### config.mk
export PLATFORM = sky130hd
export DESIGN_NAME = urv_writeback
export DESIGN_NICKNAME = d
export VERILOG_FILES = /design/src/rtl/urv_defs.sv /design/src/rtl/urv_load_align.sv /design/src/rtl/urv_writeback.sv
export SDC_FILE = /design/constraint.sdc
export NUM_CORES = 1
export LEC_CHECK = 0
export BUFFER_PORTS_ARGS = -buffer_cell sky130_fd_sc_hd__buf_2
export CORE_AREA = 2 2 128 130
export CTS_CLUSTER_SIZE = 40
export DETAILED_ROUTE_END_ITERATION = 8
export DIE_AREA = 0 0 130 132
export HOLD_SLACK_MARGIN = 0.15
export PLACE_DENSITY = 0.55
export SETUP_SLACK_MARGIN = 0.3
export SKIP_CTS_REPAIR_TIMING = 1
export SLEW_MARGIN = 20
export SYNTH_ARGS = -nofsm -noshare
export SYNTH_HDL_FRONTEND = slang
export SYNTH_SLANG_ARGS = --single-unit
### constraint.sdc
create_clock -name clk_i -period 5 [get_ports clk_i]
set_clock_uncertainty 0.1 [all_clocks]
set_input_delay 0 -clock clk_i [delete_from_list [all_inputs] [get_ports clk_i]]
set_output_delay 0 -clock clk_i [all_outputs]
set_load 0.01 [all_outputs]
### src/rtl/urv_defs.sv
// Shared definitions for the uRV writeback stage: load funct3 codes,
// result-source encodings and writeback FSM states.
package urv_defs;

   localparam logic [2:0] LDST_B  = 3'b000;
   localparam logic [2:0] LDST_H  = 3'b001;
   localparam logic [2:0] LDST_L  = 3'b010;
   localparam logic [2:0] LDST_BU = 3'b100;
   localparam logic [2:0] LDST_HU = 3'b101;

   localparam logic [1:0] RD_SOURCE_ALU      = 2'b00;
   localparam logic [1:0] RD_SOURCE_SHIFTER  = 2'b01;
   localparam logic [1:0] RD_SOURCE_MULTIPLY = 2'b10;
   localparam logic [1:0] RD_SOURCE_DIVIDE   = 2'b11;

   typedef enum logic [1:0] {
      WB_IDLE     = 2'b00,
      WB_WAIT_MEM = 2'b01,
      WB_HELD     = 2'b10
   } wb_state_t;

endpackage

### src/rtl/urv_load_align.sv
// Load data alignment: picks the byte/halfword lane selected by the low
// address bits and sign- or zero-extends it according to the load funct3.
module urv_load_align
   import urv_defs::*;
(
   input  logic [2:0]  fun,
   input  logic [1:0]  addr,
   input  logic [31:0] data,
   output logic [31:0] value
);

   logic [3:0][7:0]  bytes;
   logic [1:0][15:0] halves;
   logic [7:0]       b;
   logic [15:0]      h;

   assign bytes  = data;
   assign halves = data;
   assign b      = bytes[addr];
   assign h      = halves[addr[1]];

   always_comb begin
      value = 32'h0;
      case (fun)
         LDST_B:  value = {{24{b[7]}}, b};
         LDST_BU: value = {24'h0, b};
         LDST_H:  value = {{16{h[15]}}, h};
         LDST_HU: value = {16'h0, h};
         LDST_L:  value = data;
         default: value = 32'h0;
      endcase
   end

endmodule

### src/rtl/urv_writeback.sv
// uRV writeback stage: result select, load alignment, one RF write per
// committed instruction, memory-completion stall. URV_WB_BYPASS_EN adds the bypass register.
module urv_writeback
   import urv_defs::*;
#(
   parameter int g_with_hw_mul = 1
) (
   input  logic        clk_i,
   input  logic        rst_i,

   input  logic        w_stall_i,
   output logic        w_stall_req_o,

   input  logic [2:0]  w_fun_i,
   input  logic        w_load_i,
   input  logic        w_store_i,
   input  logic        w_valid_i,
   input  logic [4:0]  w_rd_i,
   input  logic [31:0] w_rd_value_i,
   input  logic        w_rd_write_i,
   input  logic [31:0] w_dm_addr_i,
   input  logic [1:0]  w_rd_source_i,
   input  logic [31:0] w_rd_shifter_i,
   input  logic [31:0] w_rd_multiply_i,

   input  logic [31:0] dm_data_l_i,
   input  logic        dm_load_done_i,
   input  logic        dm_store_done_i,

   output logic [4:0]  rf_rd_o,
   output logic [31:0] rf_rd_value_o,
   output logic        rf_rd_write_o,

   output logic [4:0]  x_bypass_rd_o,
   output logic [31:0] x_bypass_value_o,
   output logic        x_bypass_valid_o
);

   wb_state_t   state, state_nxt;
   logic [31:0] hold_q;
   logic        mem_acc, done_match;
   logic        stall_req, latch_hold, ld_data_ok;
   logic [31:0] ld_src, ld_value, alu_value;
   logic        wr_base;
   logic        unused_addr;

   assign unused_addr = ^w_dm_addr_i[31:2];

   assign mem_acc    = (w_load_i | w_store_i) & w_valid_i;
   assign done_match = (w_load_i & dm_load_done_i) | (w_store_i & dm_store_done_i);

   // A completion seen while the pipeline is frozen is parked in HELD so the
   // data survives until the instruction is allowed to retire.
   always_comb begin
      state_nxt  = state;
      stall_req  = 1'b0;
      latch_hold = 1'b0;
      ld_data_ok = 1'b0;
      case (state)
         WB_IDLE:
            if (mem_acc) begin
               if (!done_match) begin
                  state_nxt = WB_WAIT_MEM;
                  stall_req = 1'b1;
               end else begin
                  ld_data_ok = 1'b1;
                  if (w_stall_i) begin
                     state_nxt  = WB_HELD;
                     latch_hold = 1'b1;
                  end
               end
            end
         WB_WAIT_MEM:
            if (!done_match) begin
               stall_req = 1'b1;
            end else begin
               ld_data_ok = 1'b1;
               if (w_stall_i) begin
                  state_nxt  = WB_HELD;
                  latch_hold = 1'b1;
               end else begin
                  state_nxt = WB_IDLE;
               end
            end
         WB_HELD: begin
            ld_data_ok = 1'b1;
            if (!w_stall_i)
               state_nxt = WB_IDLE;
         end
         default: state_nxt = WB_IDLE;
      endcase
   end

   always_ff @(posedge clk_i) begin
      if (rst_i) begin
         state  <= WB_IDLE;
         hold_q <= 32'h0;
      end else begin
         state <= state_nxt;
         if (latch_hold)
            hold_q <= dm_data_l_i;
      end
   end

   assign ld_src = (state == WB_HELD) ? hold_q : dm_data_l_i;

   urv_load_align u_align (
      .fun   (w_fun_i),
      .addr  (w_dm_addr_i[1:0]),
      .data  (ld_src),
      .value (ld_value)
   );

   always_comb begin
      alu_value = w_rd_value_i;
      case (w_rd_source_i)
         RD_SOURCE_SHIFTER:  alu_value = w_rd_shifter_i;
         RD_SOURCE_MULTIPLY: alu_value = (g_with_hw_mul != 0) ? w_rd_multiply_i : w_rd_value_i;
         default:            alu_value = w_rd_value_i;
      endcase
   end

   assign wr_base       = w_rd_write_i & w_valid_i & ~w_stall_i & (w_rd_i != 5'd0) & ~rst_i;
   assign rf_rd_o       = w_rd_i;
   assign rf_rd_value_o = w_load_i ? ld_value : alu_value;
   assign rf_rd_write_o = wr_base & (w_load_i ? ld_data_ok : ~w_store_i);
   assign w_stall_req_o = stall_req & ~rst_i;

`ifdef URV_WB_BYPASS_EN
   always_ff @(posedge clk_i) begin
      if (rst_i) begin
         x_bypass_rd_o    <= 5'd0;
         x_bypass_value_o <= 32'h0;
         x_bypass_valid_o <= 1'b0;
      end else if (rf_rd_write_o) begin
         x_bypass_rd_o    <= rf_rd_o;
         x_bypass_value_o <= rf_rd_value_o;
         x_bypass_valid_o <= 1'b1;
      end
   end
`else
   assign x_bypass_rd_o    = 5'd0;
   assign x_bypass_value_o = 32'h0;
   assign x_bypass_valid_o = 1'b0;
`endif

endmodule

==> results by stage <==
Final layout:
- The area overhead of the layout relative to synthesis is 39.9%.
- Of the cells placed in the final design, the portion with a size suffix greater than 1 is 0.320.
- After the last flow step, the layout net total stands at 881.

Worst setup path:
- The kind of critical path is flip-flop to primary output.
- Along the worst path, the maximum fanout reaches 23.
- Counting cells, the worst reg-to-reg path comes to 6.
- The required time of the worst setup path is 4900 ps.
- The arrival time reported for the critical path endpoint is 3020 ps.
- The endpoint identified for the worst register-to-register timing path is hold_q[10].
- The source of the worst register-to-register timing path is state[0].
- The worst register-to-register path has a setup slack of 3060 ps.
- The worst setup path is launched from a flip-flop.
- The type of destination of the critical path is a primary output.

Global routing:
- Across every metal layer, demand over resource in global routing totals 0.157.
- The wire length of the first global-routing pass is 20,700 µm.
- The number of global-route vias before repair is 3,677.
- After global routing the overflow that remains totals 0.
- Entering global routing, the biggest net connects 65 pins.
- The number of antenna violations at the first check in global routing is 1.

Synthesis:
- The combined area of all synthesized cells is 3580 µm².
- The async set-reset flop share out of synthesis is 0.
- The post-synthesis adder-cell area fraction is 0.00698.
- The number of synthesized register bits is 34.
- The post-synthesis instance total is 513.
- The number of enable-type register cells in the synthesized netlist is 0.
- The multiplexer area fraction after synthesis is 0.102.
- The fraction of the yosys area taken by sequential cells is 0.190.
- The fraction of the mapped netlist area in simple logic gates is 0.171.
- By area, the combinational part of the netlist is dominated by compound AO/OA/AOI/OAI gates.
- Of the total synthesized cell area, the portion taken by XOR and XNOR cells is 0.
- The top flip-flop cell by instance count after synthesis is sky130_fd_sc_hd__dfxtp_1.
- The synthesized area per cell is 6.99 µm².
- The compound-gate portion of the synthesized area is 0.371.
- After synthesis, the netlist uses 45 different library cells.
- The number of warnings issued by yosys is 0.

Route:
- Summed over all layers, the routed wires come to 14,700 µm.
- For this run, design rule violations remaining after detail routing come to 0.
- For this run, the detailed router's first-pass iteration total came to 6.
- The routed wire length per instance is 16.0 µm.
- The number of DRC markers in iteration 0 is 219.
- Once detail routing completed, the nets flagged for antenna violations numbered 0.
- The via density per instance is 4.70.
- Detailed routing inserted a total of 4,314 vias.

Timing:
- Setup total negative slack on the finished layout was measured at 0 ps.
- Setup violations remaining at the end of the flow were counted as 0.
- The final setup slack of the worst path is 1880 ps.
- Setup repair after global routing left no endpoint under its margin.
- The worst slew margin relative to its limit is 0.375.
- The final critical-path share of the clock period is 0.624.
- The number of max-slew violations in the final report came to 0.
- For this run, the top clock speed supported by timing is 320 MHz.
- The smallest clock period supported by the final layout is computed as 3120 ps.
- The count of final hold-check violations was 0.
- At the pin with the least slew margin, the transition time is 937 ps.

CTS:
- The TritonCTS buffer count is 5.
- The deepest clock path buffer count is 2.
- The insertion delay of the later-clocked pin in the worst-skew pair is 270 ps.
- TritonCTS built the clock tree.
- CTS placed an instance of sky130_fd_sc_hd__clkbuf_16 at the clock tree root.
- CTS built an H-tree with a depth of 2.
- Clock-pin slew was measured on the worst setup and hold paths at 50 ps.
- The clock sink total is 34.

Flow run:
- Across the run, the number of max-cap violations was 0.

Floorplanning:
- The height of the die is 132 µm.
- The top-level port count is 256.
- In this run the core area contains 46 standard-cell rows.
- Measured along the x axis, the die boundary spans 130 µm.
- The area of the placeable core is 15,700 µm².
- The floorplan step defined a die boundary enclosing 17,200 µm².
- For this configuration, the core starts out at a cell density of 0.228.

Hold path:
- The tightest min-delay check is of the input port to flip-flop type.
- The worst hold path stage count is 4.
- The startpoint of the lowest-slack hold path is w_valid_i.
- For hold timing, the worst endpoint is state[0].

Placement:
- The half-perimeter wire length after placement is 11,400 µm.
- OpenSTA, run right after detailed placement, puts the worst setup slack at 2130 ps.
- Routability-driven placement finished with a final weighted congestion of 0.823.
- The number of I/O port buffers is 187.

Run status:
- The flow ran to the end, and the final reports show no timing, DRC or antenna violations.

Power and ir drop:
- The internal power is 0.000692 W.
- Of the total power, the clock network draws 0.345.
- Of the total power, registers draw 0.278.
- Summed over all cells, the static leakage comes to 2.38 nW.
- The worst supply voltage drop on vdd is 0.000133 V.
- The fraction of power spent switching nets is 0.327.
- Dividing total power by cell area gives a power density of 205 nW/µm².
- The reported net switching power is 0.000335 W.
- The share of total power dissipated in combinational logic is 0.377.
[critical path, cell delays in order, from the launching register on]
cell	delay, ps
sky130_fd_sc_hd__dfxtp_1	320
sky130_fd_sc_hd__nand2b_2	370
sky130_fd_sc_hd__buf_4	460
sky130_fd_sc_hd__mux2i_1	200
sky130_fd_sc_hd__mux4_2	560
sky130_fd_sc_hd__or2_4	410
sky130_fd_sc_hd__a22oi_2	240
sky130_fd_sc_hd__buf_2	170
[worst max-delay path by stage]
stage	start	to	slack [ps]	cells past startpoint
3_5_place_dp	state[0]	rf_rd_value_o[18]	2130	7
3_3_place_gp	state[0]	rf_rd_value_o[18]	2140	7
2_1_floorplan	state[0]	rf_rd_value_o[10]	3090	7
5_1_grt	state[0]	rf_rd_value_o[18]	1720	7
6_report	state[0]	rf_rd_value_o[18]	1880	7
4_1_cts	state[0]	rf_rd_value_o[18]	1830	7
[through the flow]
step                hold slack, ps  instances  instance area, µm²  power, W  utilization
floorplan                    -8.23        550                3720  0.000530            -
global placement              93.7        869                4440  0.000652        0.282
detailed placement            95.8        869                4440  0.000654        0.282
CTS                           -129        876                4610   0.00101        0.293
global route                   152        916                5010   0.00109        0.319
finish                         115        918                5010   0.00103        0.319
[power by group through the flow]
stage	clock network [W]	registers, W	logic [W]
2_1_floorplan	0	0.000291	0.000239
4_1_cts	0.000362	0.000286	0.000364
5_1_grt	0.000374	0.000287	0.000426
6_report	0.000354	0.000286	0.000387
3_5_place_dp	0	0.000292	0.000363
3_3_place_gp	0	0.000291	0.000361
[logic make-up (layout without fill, tap and decap cells)]
logic type / count (synthesis) / after routing
other: 1 / 40
AO/OA/AOI/OAI: 194 / 194
flip-flops: 34 / 34
multiplexers: 34 / 34
buffers and inverters: 99 / 249
adder cells (fa/ha/maj): 2 / 2
AND/OR/NAND/NOR: 149 / 149
[final cells by class]
type | instances | area, µm²
Sequential cell | 34 | 681
Fill cell | 1718 | 10700
Clock buffer | 6 | 139
Tap cell | 216 | 270
Timing Repair Buffer | 231 | 1370
Multi-Input combinational cell | 417 | 2480
Clock inverter | 1 | 30.0
Antenna cell | 2 | 5.00
Inverter | 11 | 41.3
[Yosys cell counts, types with 3 or more instances]
cell,number,area share
sky130_fd_sc_hd__a22oi_2,14,0.049
sky130_fd_sc_hd__dfxtp_1,34,0.19
sky130_fd_sc_hd__a21oi_1,42,0.059
sky130_fd_sc_hd__o22ai_1,24,0.042
sky130_fd_sc_hd__buf_6,4,0.013
sky130_fd_sc_hd__o211a_2,3,0.0084
sky130_fd_sc_hd__inv_1,9,0.0094
sky130_fd_sc_hd__o21ai_1,15,0.021
sky130_fd_sc_hd__or3_1,3,0.0052
sky130_fd_sc_hd__mux2i_1,32,0.089
sky130_fd_sc_hd__buf_2,4,0.0056
sky130_fd_sc_hd__clkbuf_1,36,0.038
sky130_fd_sc_hd__nor2_1,15,0.016
sky130_fd_sc_hd__nand2_1,115,0.12
sky130_fd_sc_hd__buf_4,43,0.090
sky130_fd_sc_hd__o21ai_0,27,0.038
sky130_fd_sc_hd__o211ai_1,6,0.013
sky130_fd_sc_hd__a22oi_1,40,0.084
sky130_fd_sc_hd__o211a_1,11,0.031
[registers in the layout, indices dropped and copies added (netlist names)]
name    cells
hold_q     32
state       2
[layer usage]
layer	routed length (µm)	up-vias	track usage
met2	6830	205	0.255
met1	6580	1954	0.211
met5	0	-	0
met4	310	0	0.0466
met3	1000	14	0.0308
li1	-	2141	-
[layout by cell type, fill, tap and decap left out, types with 3 or more instances in the layout]
cell type,count
sky130_fd_sc_hd__nor2_1,15
sky130_fd_sc_hd__a21oi_1,42
sky130_fd_sc_hd__conb_1,38
sky130_fd_sc_hd__dlygate4sd3_1,40
sky130_fd_sc_hd__a22oi_2,14
sky130_fd_sc_hd__buf_2,187
sky130_fd_sc_hd__o211a_2,3
sky130_fd_sc_hd__mux2i_1,32
sky130_fd_sc_hd__a22oi_1,40
sky130_fd_sc_hd__dfxtp_1,34
sky130_fd_sc_hd__o21ai_0,27
sky130_fd_sc_hd__o21ai_1,15
sky130_fd_sc_hd__o211a_1,11
sky130_fd_sc_hd__buf_4,4
sky130_fd_sc_hd__clkbuf_16,5
sky130_fd_sc_hd__nand2_1,114
sky130_fd_sc_hd__inv_1,9
sky130_fd_sc_hd__o22ai_1,24
sky130_fd_sc_hd__o211ai_1,6
sky130_fd_sc_hd__or3_1,3
Note: power is estimated with default switching activity, not from simulation.
